==> src/rtl/alu_arbiter.sv <==
// Two-requester round-robin front end for a shared combinational ALU.
// Per-op settle time, divide-by-zero trap, valid/ready on both sides.
module alu_arbiter #(
   parameter int N         = 32,
   parameter int SHORT_LAT = 1,
   parameter int LONG_LAT  = 4
) (
   input  logic         clk,
   input  logic         rst_n,
   input  logic         req0_valid,
   output logic         req0_ready,
   input  logic [2:0]   req0_sel,
   input  logic [N-1:0] req0_op1,
   input  logic [N-1:0] req0_op2,
   output logic         rsp0_valid,
   input  logic         rsp0_ready,
   output logic         rsp0_err,
   input  logic         req1_valid,
   output logic         req1_ready,
   input  logic [2:0]   req1_sel,
   input  logic [N-1:0] req1_op1,
   input  logic [N-1:0] req1_op2,
   output logic         rsp1_valid,
   input  logic         rsp1_ready,
   output logic         rsp1_err,
   output logic [N-1:0] rsp_data,
   output logic [2:0]   alu_sel,
   output logic [N-1:0] alu_op1,
   output logic [N-1:0] alu_op2,
   input  logic [N-1:0] alu_q,
   output logic         busy
);

   typedef enum logic [1:0] {
      IDLE,
      EXEC,
      RESP
   } state_t;

   localparam int MAXL = (LONG_LAT > SHORT_LAT) ? LONG_LAT : SHORT_LAT;
   localparam int CW   = $clog2(MAXL + 1);

   state_t         state;
   logic           rr_ptr;
   logic           owner;
   logic           err;
   logic [CW-1:0]  cnt;

   logic           grant;
   logic           take;
   logic [2:0]     sel;
   logic [N-1:0]   op1;
   logic [N-1:0]   op2;
   logic           is_long;
   logic           div_zero;
   logic           rsp_done;

   // rr_ptr only breaks ties; a lone valid always wins
   always_comb begin
      grant = rr_ptr;
      unique case (1'b1)
         req0_valid & ~req1_valid: grant = 1'b0;
         req1_valid & ~req0_valid: grant = 1'b1;
         default:                  grant = rr_ptr;
      endcase
   end

   assign req0_ready = (state == IDLE) & req0_valid & ~grant;
   assign req1_ready = (state == IDLE) & req1_valid & grant;
   assign take       = req0_ready | req1_ready;

   assign sel      = grant ? req1_sel : req0_sel;
   assign op1      = grant ? req1_op1 : req0_op1;
   assign op2      = grant ? req1_op2 : req0_op2;
   assign is_long  = (sel == 3'd2) | (sel == 3'd3);
   assign div_zero = (sel == 3'd3) & (op2 == '0);

   assign rsp0_valid = (state == RESP) & ~owner;
   assign rsp1_valid = (state == RESP) & owner;
   assign rsp0_err   = rsp0_valid & err;
   assign rsp1_err   = rsp1_valid & err;
   assign rsp_done   = (rsp0_valid & rsp0_ready)
                     | (rsp1_valid & rsp1_ready);
   assign busy       = (state != IDLE);

   always_ff @(posedge clk or negedge rst_n) begin
      if (!rst_n) begin
         state    <= IDLE;
         rr_ptr   <= 1'b0;
         owner    <= 1'b0;
         err      <= 1'b0;
         cnt      <= '0;
         rsp_data <= '0;
         alu_sel  <= '0;
         alu_op1  <= '0;
         alu_op2  <= '0;
      end else begin
         unique case (state)
            IDLE: begin
               if (take) begin
                  alu_sel <= sel;
                  alu_op1 <= op1;
                  alu_op2 <= op2;
                  owner   <= grant;
                  rr_ptr  <= ~grant;
                  if (div_zero) begin
                     rsp_data <= '0;
                     err      <= 1'b1;
                     state    <= RESP;
                  end else begin
                     cnt   <= is_long ? CW'(LONG_LAT - 1)
                                      : CW'(SHORT_LAT - 1);
                     state <= EXEC;
                  end
               end
            end
            EXEC: begin
               if (cnt == '0) begin
                  rsp_data <= alu_q;
                  err      <= 1'b0;
                  state    <= RESP;
               end else begin
                  cnt <= cnt - CW'(1);
               end
            end
            RESP: begin
               if (rsp_done) state <= IDLE;
            end
            default: state <= IDLE;
         endcase
      end
   end

endmodule

==> config.mk <==
export PLATFORM = sky130hd
export DESIGN_NAME = alu_arbiter
export DESIGN_NICKNAME = d
export VERILOG_FILES = /design/src/rtl/alu_arbiter.sv
export SDC_FILE = /design/constraint.sdc
export NUM_CORES = 1
export LEC_CHECK = 0
export CAP_MARGIN = 10
export CORE_ASPECT_RATIO = 0.9
export CORE_UTILIZATION = 41
export CTS_BUF_LIST = sky130_fd_sc_hd__clkbuf_4
export DETAILED_ROUTE_END_ITERATION = 6
export PLACE_DENSITY = 0.84
export SYNTH_ARGS = -nofsm -noshare
export SYNTH_HDL_FRONTEND = slang
export SYNTH_SLANG_ARGS = --single-unit
==> constraint.sdc <==
create_clock -name clk -period 1.9 [get_ports clk]
set_input_delay 0.38 -clock clk [delete_from_list [all_inputs] [get_ports clk]]
set_output_delay 0.38 -clock clk [all_outputs]
set_load 0.1 [all_outputs]
After elaboration in Yosys (flattened, before gate mapping)
Index checks and enable logic that the tools add are counted.

Register bits after elaboration: 107. Input port bits: 172. Output and inout port bits: 106.

Add/sub/neg operators: 1. Equality and inequality tests: 10. Muxes and demuxes: 22. Bitwise gates (word level): 20. Reductions and logical operators: 9.

Operator list (count): 32-bit two-way mux (5); 32-bit one-hot mux with 2 select lines (1); 32-bit logical NOT (1); 1-bit AND (13); 3-bit two-way mux (4); 2-bit inequality test, second input constant (6); 2-bit two-way mux (5); 4-bit AND reduction (2); 3-bit by 2-bit == test with 1-bit output, second input constant (2); 2-bit one-hot mux with 3 select lines (1); 3-bit one-hot mux with 2 select lines (1); 1-bit inverter (4); 1-bit one-hot mux with 2 select lines (2); 2-bit nonzero test (2); 3-bit logical NOT (1); 1-bit two-way mux (3); 1-bit bitwise OR (3); 3-bit AND reduction (1); 3-bit by 1-bit subtractor with 3-bit output, second input constant (1); 2-bit by 1-bit == test with 1-bit output, second input constant (1); 2-bit == test, second input constant (1); 2-bit logical NOT (1); 2-bit AND reduction (1).

Logic depth before layout (Yosys ltp)
Gate-level depths: netlist of the first run.

Depth in word-level cells: 10. Gate-level depth with buffers: 11.

Worst setup path after synthesis of the first run
No wires, ideal clock.

Path type: input -> register. From: in req0_valid. To: reg cnt[2]. Library setup time: 120 ps. Arrival: 2269 ps. Data required time: 1780 ps. Path slack: -489 ps. Stages on the path: 9. Buffers on the path: 2. Path through: inv_1 > ha_1 > mux2i_1 > buf_4 > and3_4 > buf_2 > or2_1 > o21ai_2 > a31o_1.

Longest elaborated chain between the ends: 8.

RTL lines: start, declared (line 10) `input logic req0_valid,`; 1-bit inverter (line 63) `req1_valid & ~req0_valid: grant = 1'b1;`; 1-bit AND (line 63); 1-bit one-hot mux with 2 select lines (line 61) `unique case (1'b1)`; 1-bit inverter (line 68) `assign req0_ready = (state == IDLE) & req0_valid & ~grant;`; 1-bit AND * (line 68); named net req0_ready (line 11) `output logic req0_ready,`; 1-bit bitwise OR * (line 70) `assign take = req0_ready | req1_ready;`; 2-bit inequality test (no line) *; 4-bit AND reduction (no line) *; end signal, assigned (line 111) `cnt <= is_long ? CW'(LONG_LAT - 1)`; end signal, assigned (line 123) `cnt <= cnt - CW'(1);`; end, declared (line 47) `logic [CW-1:0] cnt;`.

Mark *: on every way through the listed nets, which the timed path passes. The rest lies on a longest branch. A chain may end at the register's enable or synchronous reset.

Worst setup path in the final report of the first run
From: in req0_op2[5]. To: reg rsp_data[20].

Longest elaborated chain between the ends: 5.

RTL lines: start, declared (line 14) `input logic [N-1:0] req0_op2,`; 32-bit two-way mux (line 74) `assign op2 = grant ? req1_op2 : req0_op2;`; 32-bit logical NOT (line 76) `assign div_zero = (sel == 3'd3) & (op2 == '0);`; 1-bit AND (line 76); 2-bit inequality test (no line); 4-bit AND reduction (no line); end signal, assigned (line 119) `rsp_data <= alu_q;`; end, declared (line 26) `output logic [N-1:0] rsp_data,`.

No other way between the ends.

==> results of run 1 <==
[cells in the mapped netlist, types with 3 or more instances]
master    instances
dfrtp_1         107
nand2_1          83
mux2i_1          62
o21ai_1          61
a22o_1           33
a21o_1           32
buf_2            14
nor2_1           13
nor4_1           12
clkbuf_1          9
a22oi_1           6
nand4_1           6
nor2b_1           6
buf_4             4
buf_6             4
inv_1             4
nor3_1            4
ha_1              3
[cell usage in the layout (no fill, tap or decap), types with 2 or more instances in the layout]
cell             Yosys  final
a21o_1              32     32
inv_1                4      3
clkinv_2             0      2
buf_12               0     63
buf_6                4      2
mux2i_1             62     61
nand4_1              6      6
nor2b_1              6      4
clkbuf_4             0     11
nand3_1              2      2
dfrtp_1            107    106
bufinv_16            0      2
nor4_2               0      6
mux2_4               2      2
nor2_1              13     10
nor4_1              12      6
nor2b_4              0      2
a31oi_1              2      2
clkdlybuf4s50_1      0    168
a22oi_1              6      6
nand2_1             83     82
nor2_4               0      3
buf_4                4    109
and3_4               2      3
nand2b_1             2      2
ha_1                 3      2
a22o_1              33     33
o21ai_1             61     61
o21ai_0              2      2
nor3_1               4      4
buf_2               14      2
nor4b_2              0      2
[cell type report]
| class | instances | area [um^2] |
|---|---|---|
| sequential | 107 | 2680 |
| clock inverter | 5 | 77.6 |
| tap | 160 | 200 |
| antenna | 1 | 2.50 |
| clock buffer | 11 | 82.6 |
| fill | 762 | 2870 |
| multi-input combinational | 347 | 2400 |
| inverter | 4 | 22.5 |
| timing repair buffer | 346 | 3830 |
[metal layers]
metal	track usage, %	vias up
li1	-	2415
met1	28.4	2537
met2	50.5	233
met3	6.07	51
met4	11.2	0
met5	0	-
[per-stage QoR]
stage,area [um^2],util (%),hold slack (ns),setup WS [ns]
floorplan,5220,-,0.0844,-0.122
global placement,8950,73.6,0.427,-0.736
detailed placement,8950,73.6,0.431,-0.788
CTS,9250,76.0,0.481,-0.0854
global route,9300,76.4,0.461,-0.129
finish,9300,76.4,0.452,-0.146
[state kept, by name (all words and copies together) (netlist names)]
name,cells
state,2
rr_ptr,1
cnt,3
rsp_data,32
alu_op1,32
alu_op2,32
alu_sel,3
err,1
owner,1
[logic make-up (layout without fill, tap and decap cells)]
family | after synthesis | in the layout | synth area share [%]
simple gates | 138 | 138 | 12.4
flops | 107 | 107 | 51.9
mux | 64 | 64 | 12.6
compound gates | 142 | 142 | 18.4
buf+inv | 37 | 366 | 3.91
fa+ha+maj | 3 | 3 | 0.728
other cells | 0 | 1 | 0
[worst min path at each step]
stage	startpoint	endpoint	slack, ns
3_3_place_gp	rst_n	alu_op2[1]	0.43
5_1_grt	rst_n	alu_op2[10]	0.46
3_5_place_dp	rst_n	alu_op2[10]	0.43
4_1_cts	rst_n	alu_op2[26]	0.48
2_1_floorplan	rst_n	alu_op1[0]	0.08
6_report	rst_n	alu_op2[26]	0.45
[timing repair]
item | 4_1_cts | 5_1_grt
hold endpoints to repair | 107 | 0
pin swaps | 4 | 4
cloned | 0 | 1
setup buffers | 9 | 0
hold buffers | 1 | 0
resized for setup | 23 | 6
setup endpoints to repair | 109 | 42
[worst reg2reg max path, delay by kind of cell (launching register included)]
kind / cells / cell delay [ns]
flip-flops: 1 / 0.43
AO/OA/AOI/OAI: 3 / 0.71
multiplexers: 1 / 0.15
AND/OR/NAND/NOR: 1 / 0.11
buffers and inverters: 3 / 0.49
==> impl_results.md, run 1 <==
* Outcome: finished with violations
* Violated checks: setup timing
* Arrival time at the worst endpoint at 2.38 ns
* Synth Cell Area at between 0.005 and 0.006 mm^2
* Number of buffers inserted during clock tree synthesis at 9
* Post-DP HPWL at 13.2 mm
* Detail-routed net length per standard cell at 17.8 um
* Weighted congestion at the end of routability-driven global placement at 0.918
* First-pass DRT Iterations at 5
* Part of the cycle the worst path needs at 108%
* Synthesized instance count at around 490
* Boundary pin count at ~280
* Area of the core at 0.0122 mm^2
* Worst Path Required at ~2.2 ns
* Number of enable flip-flop cells after synthesis at 0
* Netlist cell types at 38
* Shortest clock period the worst path allows after layout at 2.05 ns
* Tightest Pin Transition at around 0.43 ns
* Buffering stage count on the worst path with inverters included at 2
* DR iter-0 viols at roughly 290
* Grt ovf at 0
* Vias in the first global route at between 5000 and 6000
* Number of buffers on the longest clock path at 2
* Final layout net count at slightly below 1000
* Cells traversed along the worst timing path: clkdlybuf4s50_1 -> nor4_1 -> nand4_1 -> a22o_1 -> o21a_2 -> clkbuf_16 -> a21o_1
* Final routed DRC violation total at 0
* Global-route wire length before repair at roughly 27 mm
* Sort of element at the end of the critical path: flip-flop
* Count of cell instances traversed by the critical path at 7
* Detail Route Antenna Nets at 0
* RSZ-0062 raised after global routing: true
* YS warnings at 0
* Top cell type by total area after synthesis: dfrtp_1
* Routed via count at 5236
* Clock transition at the register clock pins on the worst setup and hold paths after CTS at between 0.15 and 0.2 ns
* Top metal layer carrying routed signals: met4
* Final setup violation count at 40
* Max_slew headroom at between 70% and 80%
* Family with the most delay on the worst path: compound AO/OA/AOI/OAI gates
* Std cell rows at 38
* Via density per instance at approximately 5.3
* Worst-Skew Late Latency at about 0.44 ns
* Kind of critical path: in -> reg
* Post-route insts no fill at 981
* Count of max-cap constraint violations at 0
* Most area-consuming cells after synthesis: dfrtp_1 52%, mux2i_1 12%, nand2_1 6.0%
* First element of the critical path: req0_op2[5]
* Part of the Yosys area used for sequential elements at between 50% and 60%
* Fmax at just under 0.5 GHz
* Reg-to-reg setup timing slack at -0.09 ns
* Fraction of synthesized cell area taken by the top area cell type at between 50% and 60%
* Port buffer count at approximately 280
* Routed metal-1 wire length at roughly 6.4 mm
* Initial antenna violation count at 1
* Skew final at about 0.019 ns
* Share of post-route cells with drive strength above 1 at 27.1%
* Clock tree root buffer cell: clkbuf_4
* Largest net degree at the start of global routing at 74
* Critical R2R Capture: rsp_data[20]
* Dpl cells at 954
* Post-detailed-routing wire length at approximately 17 mm
* Total number of clock tree sinks at approximately 110
* Hold WC Path Type: in -> async
* Commonest register cell after synthesis: dfrtp_1
* Number of pins with negative max-slew slack in the final report at 0
* Share of synthesized registers carrying an async set or reset at 100%
* Post-Syn Area per Cell at 10.5 um^2
* Worst setup SP type: input pin
* Layout-stage area growth over the synthesis result at 80.3%
* Die area at roughly 0.013 mm^2
* Endpoint of the most critical setup path: rsp_data[20]
* Post-synthesis register bit count at roughly 110
* Final hold violations at 0
* Largest incremental delay on the critical path at 0.45 ns
* Maximum level of the CTS H-tree at 3
* Total GRT Usage at 26.6%
* Met3 wire len at 1.08 mm
* X dimension of the die at between 100 and 150 um
* Clock tree from TritonCTS: built
* Initial core utilization at a little over two fifths
* Maximum fanout along the worst path at 17
* Fin Setup TNS at -3.90 ns
* Worst path slowest cell: clkdlybuf4s50_1
* R2R cell count at 8
* Mapped Nets at between 600 and 700
* Final critical-path setup slack at -0.146 ns
* Y dimension of the die at between 100 and 150 um
* Met2 routed wirelength at about 9.3 mm
* Reg-to-reg critical path startpoint: rr_ptr
Power of run 1 is left out: the tool's default activity adds up to more than one toggle a clock period on the data nets, which glitch-free logic cannot reach.
==> run 2, diff against run 1 <==
ABC_AREA = 1   (was default)
CORE_MARGIN = 4   (was default)
PLACE_DENSITY = 0.82   (was 0.84)
==> impl_results.md, run 2 <==
* Total number of clock tree sinks at 107 (unchanged)
* Tightest Pin Transition at 0.365 ns (-0.0660 ns)
* Die area at 0.0152 mm^2 (+16%)
* Final hold violations at 0 (unchanged)
* Fill count at 863 (+13%)
* Vias in the first global route at 5741 (+5.0%)
* Commonest register cell after synthesis: dfrtp_1
* Final routed DRC violation total at 0 (unchanged)
* Final setup violation count at 42 (+5.0%)
* Outcome: finished with violations
* Layout-stage area growth over the synthesis result at 81.2%
* Largest incremental delay on the critical path at 0.29 ns (-0.16 ns)
* Library cell with the highest instance count after synthesis: nand2_1
* Violated checks: setup timing
* YS warnings at 0 (unchanged)
* Clock transition at the register clock pins on the worst setup and hold paths after CTS at 0.15 ns (about the same)
* Hold WS at 0.365 ns (-0.0868 ns)
* Synthesized instance count at 729 (+48%)
* Post-detailed-routing wire length at 21.4 mm (+22%)
* Fraction of synthesized cell area taken by the top area cell type at 49.3% (-2.6 points)
* Initial core utilization at 42.3% (-0.050 points)
* Family with the most delay on the worst path: simple AND/OR/NAND/NOR gates
* Skew final at 0.0196 ns (+0.000641 ns)
* Most used cells in the layout excluding fill and tap cells: 258 x nand2_1, 168 x clkdlybuf4s50_1, 131 x buf_4
* Number of buffers inserted during clock tree synthesis at 9 (unchanged)
* Part of the cycle the worst path needs at 116% (+8.4 points)
* Port buffer count at 277 (unchanged)
* Detail-routed net length per standard cell at 17.2 um (-3.2%)
* Netlist cell types at 24 (-37%)
* Part of the Yosys area used for sequential elements at 49.3% (-2.6 points)
* Reg-to-reg setup timing slack at -0.30 ns (-0.21 ns)
* Buffering stage count on the worst path with inverters included at 5 (+3)
* Sort of element at the end of the critical path: flip-flop
* Share of synthesized registers carrying an async set or reset at 100% (unchanged)
* DR iter-0 viols at 442 (+55%)
* Std cell rows at 39 (+2.6%)
* Post-Syn Area per Cell at 7.45 um^2 (-29%)
* Global-route wire length before repair at 28.7 mm (+6.1%)
* Commonest cells in the synthesized netlist: 299 x nand2_1, 107 x dfrtp_1, 65 x inv_1, 63 x nor2_1, 52 x nand3_1
* Synth Cell Area at 0.00543 mm^2 (+5.3%)
* Boundary pin count at 278 (unchanged)
* Critical R2R Capture: rsp_data[19]
* X dimension of the die at 129 um (+7.6%)
* Number of enable flip-flop cells after synthesis at 0 (unchanged)
* Maximum fanout along the worst path at 10 (-7)
* Critical Path Most Common Cell: nand2_1
* Diode insertion count for antenna repair at 0 (-1)
* Routed via count at 6328 (+21%)
* Max_slew headroom at 75.6% (+4.7 points)
* Final layout net count at 1248 (+26%)
* Fmax at 0.453 GHz (-7.2%)
* Area of the core at 0.0128 mm^2 (+5.4%)
* Share of post-route cells with drive strength above 1 at 28.5% (+1.4 points)
* Number of buffers on the longest clock path at 2 (unchanged)
* Count of max-cap constraint violations at 0 (unchanged)
* Y dimension of the die at 117 um (+8.1%)
* First-pass DRT Iterations at 7 (+2)
* Most area-consuming cells after synthesis: dfrtp_1 49%, nand2_1 21%, nand3_1 4.8%
* Reg-to-reg critical path startpoint: rr_ptr
* Clock tree root buffer cell: clkbuf_4
* Final critical-path setup slack at -0.306 ns (-0.160 ns)
* Worst Path Required at 2.28 ns (+0.04 ns)
* Fin Setup TNS at -10.52 ns (-6.62 ns)
* Initial antenna violation count at 0 (-1)
* Hold WC Path Type: in -> async
* Top cell type by total area after synthesis: dfrtp_1
* Placement-stage worst setup slack at -1.03 ns (-0.247 ns)
* Worst setup SP type: input pin
* Registers with the highest flip-flop counts: alu_op1: 32 flops, alu_op2: 32 flops, rsp_data: 32 flops
* Weighted congestion at the end of routability-driven global placement at 0.903 (-1.5%)
* Shortest clock period the worst path allows after layout at 2.21 ns (+0.160 ns)
* Largest net degree at the start of global routing at 47 (-36%)
* Via density per instance at 5.10 (-4.5%)
* Worst-Skew Late Latency at 0.48 ns (+0.04 ns)
* Kind of critical path: in -> reg
* Most frequent standard cell in the layout excluding fill and tap cells: nand2_1
* RSZ-0062 raised after global routing: true
* Worst path slowest cell: ha_4
* Cells traversed along the worst timing path: clkdlybuf4s15_1 -> inv_2 -> ha_4 -> nand2_2 -> nand2_8 -> buf_12 -> buf_6 -> nand2_1 -> nand2_2 -> nand2_1 -> nor2_1 -> nand2_1 -> nor2_1 -> nand3_2 -> nand2_2 -> nand2_4 -> clkbuf_16 -> nand2_4 -> nand2_1
* Grt ovf at 0 (unchanged)
* Mapped Nets at 904 (+36%)
* Post-synthesis register bit count at 107 (unchanged)
* Clock tree from TritonCTS: built
* Arrival time at the worst endpoint at 2.59 ns (+0.21 ns)
* R2R cell count at 16 (+8)
* End-of-flow core utilization at 76.7% (+0.31 points)
* Post-DP HPWL at 14.7 mm (+11%)
* Number of pins with negative max-slew slack in the final report at 0 (unchanged)
* Detail Route Antenna Nets at 0 (unchanged)
* Maximum level of the CTS H-tree at 3 (unchanged)
* Total GRT Usage at 24.4% (-2.2 points)
## run 2: changes by cell type in the layout (fill, tap and decap cells not counted), sizes merged, moves of 32 or more
cell,before,now
nor2,14,66
nand2,83,305
a21o,32,0
nand3,2,52
a22o,33,0
mux2i,62,0
inv,4,70
## run 2: kinds of logic (layout without fill, tap and decap cells)
kind of cell | Yosys count | in the layout | synth area share, %
buffers and inverters | 106 | 454 | 8.94
AND/OR/NAND/NOR | 436 | 436 | 32.9
adder cells (fa/ha/maj) | 3 | 3 | 0.691
AO/OA/AOI/OAI | 76 | 76 | 7.99
flip-flops | 107 | 107 | 49.3
XOR/XNOR | 1 | 1 | 0.161
## run 2: worst register-to-register path, stage by stage, from the launching register on
cell,delay [ns]
dfrtp_1,0.41
nand2_2,0.13
nand2_8,0.12
buf_12,0.11
buf_6,0.15
nand2_1,0.12
nand2_2,0.12
nand2_1,0.06
nor2_1,0.08
nand2_1,0.06
nor2_1,0.12
nand3_2,0.09
nand2_2,0.10
nand2_4,0.11
clkbuf_16,0.21
nand2_4,0.06
nand2_1,0.04
## run 2: worst max-delay path by stage
| stage | from | endpoint | slack, ns | cells after the start |
|---|---|---|---|---|
| global placement | req0_valid | rsp_data[5] | -0.94 | 17 |
| detailed placement | req0_valid | rsp_data[10] | -1.03 | 17 |
| CTS | rr_ptr | req0_ready | -0.25 | 6 |
| finish | req0_valid | rsp_data[19] | -0.31 | 19 |
| global route | rr_ptr | rsp_data[19] | -0.43 | 16 |
| floorplan | state[1] | rsp_data[0] | -1.07 | 11 |
## run 2: through the flow
step / instance area [um^2] / cells
2_1_floorplan: 5450 / 729
3_3_place_gp: 8910 / 1197
3_5_place_dp: 8910 / 1197
4_1_cts: 9200 / 1220
5_1_grt: 9840 / 1241
6_report: 9840 / 1241
## run 2: per-layer routing
metal	routed length, um	vias up	global-route usage [%]	part of all wire, %
met3	2090	74	7.44	9.8
met5	0	-	0	0
li1	-	2985	-	-
met2	10300	304	41.5	48
met1	8040	2965	29.0	38
met4	932	0	10.1	4.4
## run 2: final cells by class
type,instances,area [um^2],share of cell area (%)
inverters,70,292,2.96
flip-flops and latches,107,2680,27.2
clock inverters,4,51.3,0.521
multi-input cells,516,2570,26.1
well taps,164,205,2.08
clock buffers,11,82.6,0.839
repair buffers,369,3970,40.3
## run 2: repair_timing
action	4_1_cts	5_1_grt
buffers inserted	6	9
setup endpoints to repair	110	73
gates resized for setup	19	102
pin swaps	7	29
hold endpoints to repair	23	0
cloned	1	12
hold buffers	1	0
Power of run 2 is left out for the same reason.
